[src/rtl/alu_div_sequencer_if.sv]
// Handshake and shared-ALU signals between the execute stage and the
// division sequencer. The master side is the pipeline/ALU, the slave side
// is the sequencer.
interface alu_div_sequencer_if #(
    parameter int unsigned XLEN = 32
);
    logic            start;
    logic [1:0]      op;
    logic [XLEN-1:0] dividend;
    logic [XLEN-1:0] divisor;
    logic            busy;
    logic            done;
    logic [XLEN-1:0] result;
    logic            alu_req;
    logic            alu_gnt;
    logic [XLEN-1:0] alu_a;
    logic [XLEN-1:0] alu_b;
    logic [3:0]      alu_op;
    logic [XLEN-1:0] alu_result;
    logic            alu_carry;

    modport master (
        output start, op, dividend, divisor, alu_gnt, alu_result, alu_carry,
        input  busy, done, result, alu_req, alu_a, alu_b, alu_op
    );

    modport slave (
        input  start, op, dividend, divisor, alu_gnt, alu_result, alu_carry,
        output busy, done, result, alu_req, alu_a, alu_b, alu_op
    );
endinterface

[src/rtl/alu_div_sequencer.sv]
// Multi-cycle DIV/DIVU/REM/REMU sequencer. Performs one restoring-division
// step per granted cycle on the shared ALU (SUB), with magnitude conversion
// before the loop and sign correction after it.
module alu_div_sequencer #(
    parameter int unsigned XLEN  = 32,
    parameter int unsigned ITERS = 32
) (
    input logic               clk,
    input logic               rst,
    alu_div_sequencer_if.slave bus
);
    localparam logic [3:0]      ALU_SUB = 4'd1;
    localparam logic [XLEN-1:0] MIN_NEG = {1'b1, {(XLEN-1){1'b0}}};
    localparam logic [5:0]      LAST    = 6'(ITERS - 1);

    typedef enum logic [2:0] {IDLE, PREP, ITER, FIX, DONE} state_t;

    state_t          state, state_nxt;
    logic [1:0]      op_q;
    logic [XLEN-1:0] dvd_q, dvs_q, quo, rem, result_q;
    logic [5:0]      count;
    logic            neg_q, neg_r;
    logic            div0, ovf, signed_op;
    logic [XLEN-1:0] step_a;
    logic            step_ok;

    // Special-case detection on the live request operands (only used in IDLE).
    always_comb begin
        div0      = (bus.divisor == '0);
        ovf       = !bus.op[0] && (bus.dividend == MIN_NEG) && (bus.divisor == '1);
        signed_op = !op_q[0];
        // Shifted partial remainder; rem[XLEN-1] stands in for the carry lost
        // when the shift pushes a bit out past the ALU width.
        step_a    = {rem[XLEN-2:0], quo[XLEN-1]};
        step_ok   = bus.alu_carry | rem[XLEN-1];
    end

    // State register.
    always_ff @(posedge clk) begin
        if (rst) state <= IDLE;
        else     state <= state_nxt;
    end

    // Next-state logic.
    always_comb begin
        state_nxt = state;
        case (state)
            IDLE:    if (bus.start) state_nxt = (div0 || ovf) ? DONE : PREP;
            PREP:    state_nxt = ITER;
            ITER:    if (bus.alu_gnt && count == LAST) state_nxt = FIX;
            FIX:     state_nxt = DONE;
            DONE:    state_nxt = IDLE;
            default: state_nxt = IDLE;
        endcase
    end

    // Datapath: operand capture, magnitude prep, division steps, sign fix.
    always_ff @(posedge clk) begin
        if (rst) begin
            op_q     <= '0;
            dvd_q    <= '0;
            dvs_q    <= '0;
            quo      <= '0;
            rem      <= '0;
            count    <= '0;
            neg_q    <= 1'b0;
            neg_r    <= 1'b0;
            result_q <= '0;
        end else begin
            case (state)
                IDLE: if (bus.start) begin
                    op_q  <= bus.op;
                    dvd_q <= bus.dividend;
                    dvs_q <= bus.divisor;
                    if (div0)
                        result_q <= bus.op[1] ? bus.dividend : '1;
                    else if (ovf)
                        result_q <= bus.op[1] ? '0 : MIN_NEG;
                end
                PREP: begin
                    neg_q <= signed_op & (dvd_q[XLEN-1] ^ dvs_q[XLEN-1]);
                    neg_r <= signed_op & dvd_q[XLEN-1];
                    quo   <= (signed_op && dvd_q[XLEN-1]) ? -dvd_q : dvd_q;
                    dvs_q <= (signed_op && dvs_q[XLEN-1]) ? -dvs_q : dvs_q;
                    rem   <= '0;
                    count <= '0;
                end
                ITER: if (bus.alu_gnt) begin
                    rem   <= step_ok ? bus.alu_result : step_a;
                    quo   <= {quo[XLEN-2:0], step_ok};
                    count <= count + 6'd1;
                end
                FIX: begin
                    if (op_q[1]) result_q <= neg_r ? -rem : rem;
                    else         result_q <= neg_q ? -quo : quo;
                end
                default: ;
            endcase
        end
    end

    // Outputs decoded from state; ALU operands are zero outside ITER.
    always_comb begin
        bus.busy    = (state != IDLE);
        bus.done    = (state == DONE);
        bus.alu_req = (state == ITER);
        bus.alu_a   = (state == ITER) ? step_a : '0;
        bus.alu_b   = (state == ITER) ? dvs_q  : '0;
        bus.alu_op  = ALU_SUB;
        bus.result  = result_q;
    end
endmodule

[src/flat_wrapper.sv]
// flat-port wrapper written by rule: the top's interface ports become plain ports
module alu_div_sequencer_flat 
#(
    parameter int unsigned XLEN  = 32,
    parameter int unsigned ITERS = 32
)
  (clk, rst, bus_start, bus_op, bus_dividend, bus_divisor, bus_alu_gnt, bus_alu_result, bus_alu_carry, bus_busy, bus_done, bus_result, bus_alu_req, bus_alu_a, bus_alu_b, bus_alu_op);
  alu_div_sequencer_if #(.XLEN(XLEN)) bus_i ();
  input logic clk;
  input logic rst;
  input wire logic [$bits(bus_i.start)-1:0] bus_start;
  input wire logic [$bits(bus_i.op)-1:0] bus_op;
  input wire logic [$bits(bus_i.dividend)-1:0] bus_dividend;
  input wire logic [$bits(bus_i.divisor)-1:0] bus_divisor;
  input wire logic [$bits(bus_i.alu_gnt)-1:0] bus_alu_gnt;
  input wire logic [$bits(bus_i.alu_result)-1:0] bus_alu_result;
  input wire logic [$bits(bus_i.alu_carry)-1:0] bus_alu_carry;
  output wire logic [$bits(bus_i.busy)-1:0] bus_busy;
  output wire logic [$bits(bus_i.done)-1:0] bus_done;
  output wire logic [$bits(bus_i.result)-1:0] bus_result;
  output wire logic [$bits(bus_i.alu_req)-1:0] bus_alu_req;
  output wire logic [$bits(bus_i.alu_a)-1:0] bus_alu_a;
  output wire logic [$bits(bus_i.alu_b)-1:0] bus_alu_b;
  output wire logic [$bits(bus_i.alu_op)-1:0] bus_alu_op;
  assign bus_i.start = bus_start;
  assign bus_i.op = bus_op;
  assign bus_i.dividend = bus_dividend;
  assign bus_i.divisor = bus_divisor;
  assign bus_i.alu_gnt = bus_alu_gnt;
  assign bus_i.alu_result = bus_alu_result;
  assign bus_i.alu_carry = bus_alu_carry;
  assign bus_busy = bus_i.busy;
  assign bus_done = bus_i.done;
  assign bus_result = bus_i.result;
  assign bus_alu_req = bus_i.alu_req;
  assign bus_alu_a = bus_i.alu_a;
  assign bus_alu_b = bus_i.alu_b;
  assign bus_alu_op = bus_i.alu_op;
  alu_div_sequencer #(.XLEN(XLEN), .ITERS(ITERS)) u_core (.clk(clk), .rst(rst), .bus(bus_i));
endmodule
[config.mk]
export PLATFORM = sky130hd
export DESIGN_NAME = alu_div_sequencer_flat
export DESIGN_NICKNAME = d
export VERILOG_FILES = /design/src/rtl/alu_div_sequencer_if.sv /design/src/rtl/alu_div_sequencer.sv /design/src/flat_wrapper.sv
export SDC_FILE = /design/constraint.sdc
export NUM_CORES = 1
export LEC_CHECK = 0
export ABC_AREA = 1
export ABC_CLOCK_PERIOD_IN_PS = 3200
export BUFFER_PORTS_ARGS = -buffer_cell sky130_fd_sc_hd__buf_2
export CORE_UTILIZATION = 55
export CTS_CLUSTER_SIZE = 24
export DETAILED_ROUTE_END_ITERATION = 6
export PLACE_DENSITY = 0.88
export SETUP_SLACK_MARGIN = 0.4
export SYNTH_ARGS = -nofsm -noshare
export SYNTH_HDL_FRONTEND = slang
export SYNTH_SLANG_ARGS = --single-unit
[constraint.sdc]
create_clock -name clk -period 3.2 [get_ports clk]
set_input_delay 0.64 -clock clk [delete_from_list [all_inputs] [get_ports clk]]
set_output_delay 0.64 -clock clk [all_outputs]
set_load 0.05 [all_outputs]
==> impl_results.md <==
- Largest net degree at the start of global routing: 79
- Crit share post-route: 0.831
- Post-synthesis register bit count: 173
- Antenna violations before repair: 0
- Power Density: 1030 nW/um2
- Max-slew headroom: 0.423
- Clock Pin Slew Worst Setup and Hold Paths: roughly 0.080 ns
- MaxCap Viol Count: 0
- ANT cells: 0
- Via-to-Cell Ratio: 5.97
- Status: finished, final reports clean
- Setup crit end kind: output pin
- Post-synth EDFFs: 0
- Levels on crit path: 6
- First-pass GRT wire length: 66400 um
- Yosys cell types: just over 40
- CP top delay family: buffers and inverters
- Clk_skew: 0.0140 ns
- Top-area cell type share of the netlist area: 0.297
- Routability congestion estimate: 0.977
- Drt wl/cell: 17.5 um
- Share of cells above drive strength 1: 0.133
- Final TNS setup: 0 ns
- CTS tree: done
- Die area: ~22000 um2
- Rows: 52
- Post-synthesis async set-or-reset flop share: 0
- Most common cell in the synthesized netlist: nand2_1
- Top_reg_cell synth: dfxtp_1
- Area contributors post-synth: dfxtp_1 (30%), nand2_1 (13%), nor2_1 (11%), a21oi_1 (9.6%), nand3_1 (8.5%)
- Root Driver: clkbuf_16
- Hold Crit Depth: 3
- Post-CTS Hold Buffers: 0
- CP Class: reg2out
- Non-filler cells, final: 2403
- Bufs and invs on worst path: 4
- RSZ-0062 raised after global routing: yes
- Hold Slack: 0.460 ns
- Worst-Skew Late Latency: roughly 0.45 ns
- Pleak: 6.08 nW
- Synthesis-to-layout area growth: 14.9%
- Width of the die: 148 um
- CTS Buf Count: 17
- Pins over their slew limit: 0
- Startpoint Class: register
- CP Cell Sequence: inv_1 -> nor3_4 -> inv_2 -> buf_4 -> nor2_1 -> buf_2
- Die Ht: 148 um
- Worst Hold Class: in2reg
- Vias in the first global route: 12800
- Post-CTS resize count: 0
- Worst-path fanout max: 31
- CP arrival: 2.02 ns
- Post-DP HPWL: between 30000 and 40000 um
- Clk sink count: 173
- Tmin final: between 2 and 3 ns
- Worst path slowest cell: dfxtp_1
- Max VDD drop: 0.887 mV
- Total grt overflow: 0
- Required time worst endpoint: 2.56 ns
- # Post-CTS Setup Buffers: 0
- Placed cells: 2371
- # setup viols final: 0
- Gr usage total: 0.383
- Final Net Count: approximately 2200
- Synthesized area per cell: roughly 5.9 um2
- Vias: 14300
- Largest area contributor in the netlist: dfxtp_1
- Placeable Area: 20500 um2
- Initial DRC count: 1501
- Final Hold Viols: 0
- Synth Cell Area: 11700 um2
- Cell count after synthesis: 1979
- Wirelength, routed: roughly 42000 um
- Synth warn: 0
- # port buffers: ~200
- Sequential fraction of the synthesis area: 0.297
- Io pins: 206
- # H-tree levels: 4
- Worst slew pin tran: 0.865 ns
- Pwr Total: 13.8 mW
- DRC violations left: 0
- Clk buf depth: 2
- Initial core utilization: 0.569
- Fin util: 0.653
- Max incr delay on CP: 0.41 ns
- Antenna viol nets, final: 0
- DRT Pass-1 Iters: 6
- Max Fclk: 0.376 GHz
- Post-synth top cells: nand2_1 (390), nor2_1 (333), a21oi_1 (223)
- R2R depth: 8
[metrics by stage]
| step | instance area, um2 | setup WS (ns) |
|---|---|---|
| floorplan | 11700 | 0.662 |
| global placement | 12800 | 0.826 |
| detailed placement | 12800 | 0.727 |
| CTS | 13400 | 0.507 |
| global route | 13400 | 0.395 |
| finish | 13400 | 0.540 |
[power by group]
part / switching [mW] / internal (mW)
Clock: 1.09 / 1.08
Combinational: 5.77 / 2.25
Sequential: 0.717 / 2.88
Total: 7.58 / 6.21
[layout make-up]
cell class / count / area (um2)
tap: 270 / 338
fill: 1955 / 7100
clock inverter: 14 / 174
multi-input combinational: 1515 / 7060
sequential: 173 / 3460
clock buffer: 18 / 439
timing repair buffer: 225 / 1200
inverter: 188 / 708
[registers in the layout (all words and copies together), names as in the netlist]
signal             flops
u_core.state           3
u_core.neg_r           1
u_core.dvs_q          32
u_core.dvd_q          32
u_core.neg_q           1
u_core.quo            32
u_core.rem            32
u_core.op_q            2
u_core.bus.result     32
u_core.count           6
[per-layer routing]
layer / global-route usage / share of wire
met1: 0.491 / 0.39
met2: 0.610 / 0.46
met3: 0.0657 / 0.093
met4: 0.213 / 0.054
met5: 0 / 0
[placed cells by master, fill, tap and decap left out, types with 3 or more instances in the layout]
master     netlist  routed
nand2_1        390     390
nor2_1         333     330
a21oi_1        223     223
nand3_1        199     199
buf_2           21     195
o21ai_0        193     193
inv_1          180     179
dfxtp_1        173     173
o22ai_1         36      36
nand4_1         33      33
buf_4            5      24
nor3_1          18      18
clkbuf_16        0      17
xor2_1          16      16
o211ai_1        13      13
a31oi_1          8       8
a221oi_1         7       7
inv_2            5       6
nor2_2           3       6
clkinv_8         0       6
a211oi_1         5       5
o221ai_1         5       5
ha_1             5       5
clkbuf_4         0       5
o21bai_1         4       4
or2_2            4       4
conb_1           2       4
inv_8            0       3
inv_6            0       3
[worst register-to-register path, stage by stage (launching register included)]
cell and delay, ns:
dfxtp_1 0.41, inv_1 0.11, nor3_4 0.15, buf_4 0.43, nand2_2 0.15, nand2_4 0.10
buf_4 0.56, o221ai_1 0.30, a21oi_1 0.21
[cell families after synthesis]
family / after synthesis / share of synthesized area
other cells: 2 / 0.000644
xor+xnor: 16 / 0.0120
buf+inv: 293 / 0.0985
compound gates: 499 / 0.230
simple gates: 991 / 0.356
fa+ha+maj: 5 / 0.00537
flops: 173 / 0.297
[worst paths after layout]
kind / start / endpoint / slack [ns]
worst max-delay path: u_core.state[1] / bus_alu_b[14] / 0.54
worst min-delay path: bus_dividend[23] / u_core.dvd_q[23] / 0.46
worst max register to register: u_core.state[1] / u_core.quo[4] / 0.69
worst min register to register: u_core.bus.result[26] / u_core.bus.result[26] / 0.47
No activity file was read; power rests on OpenSTA's default activity.
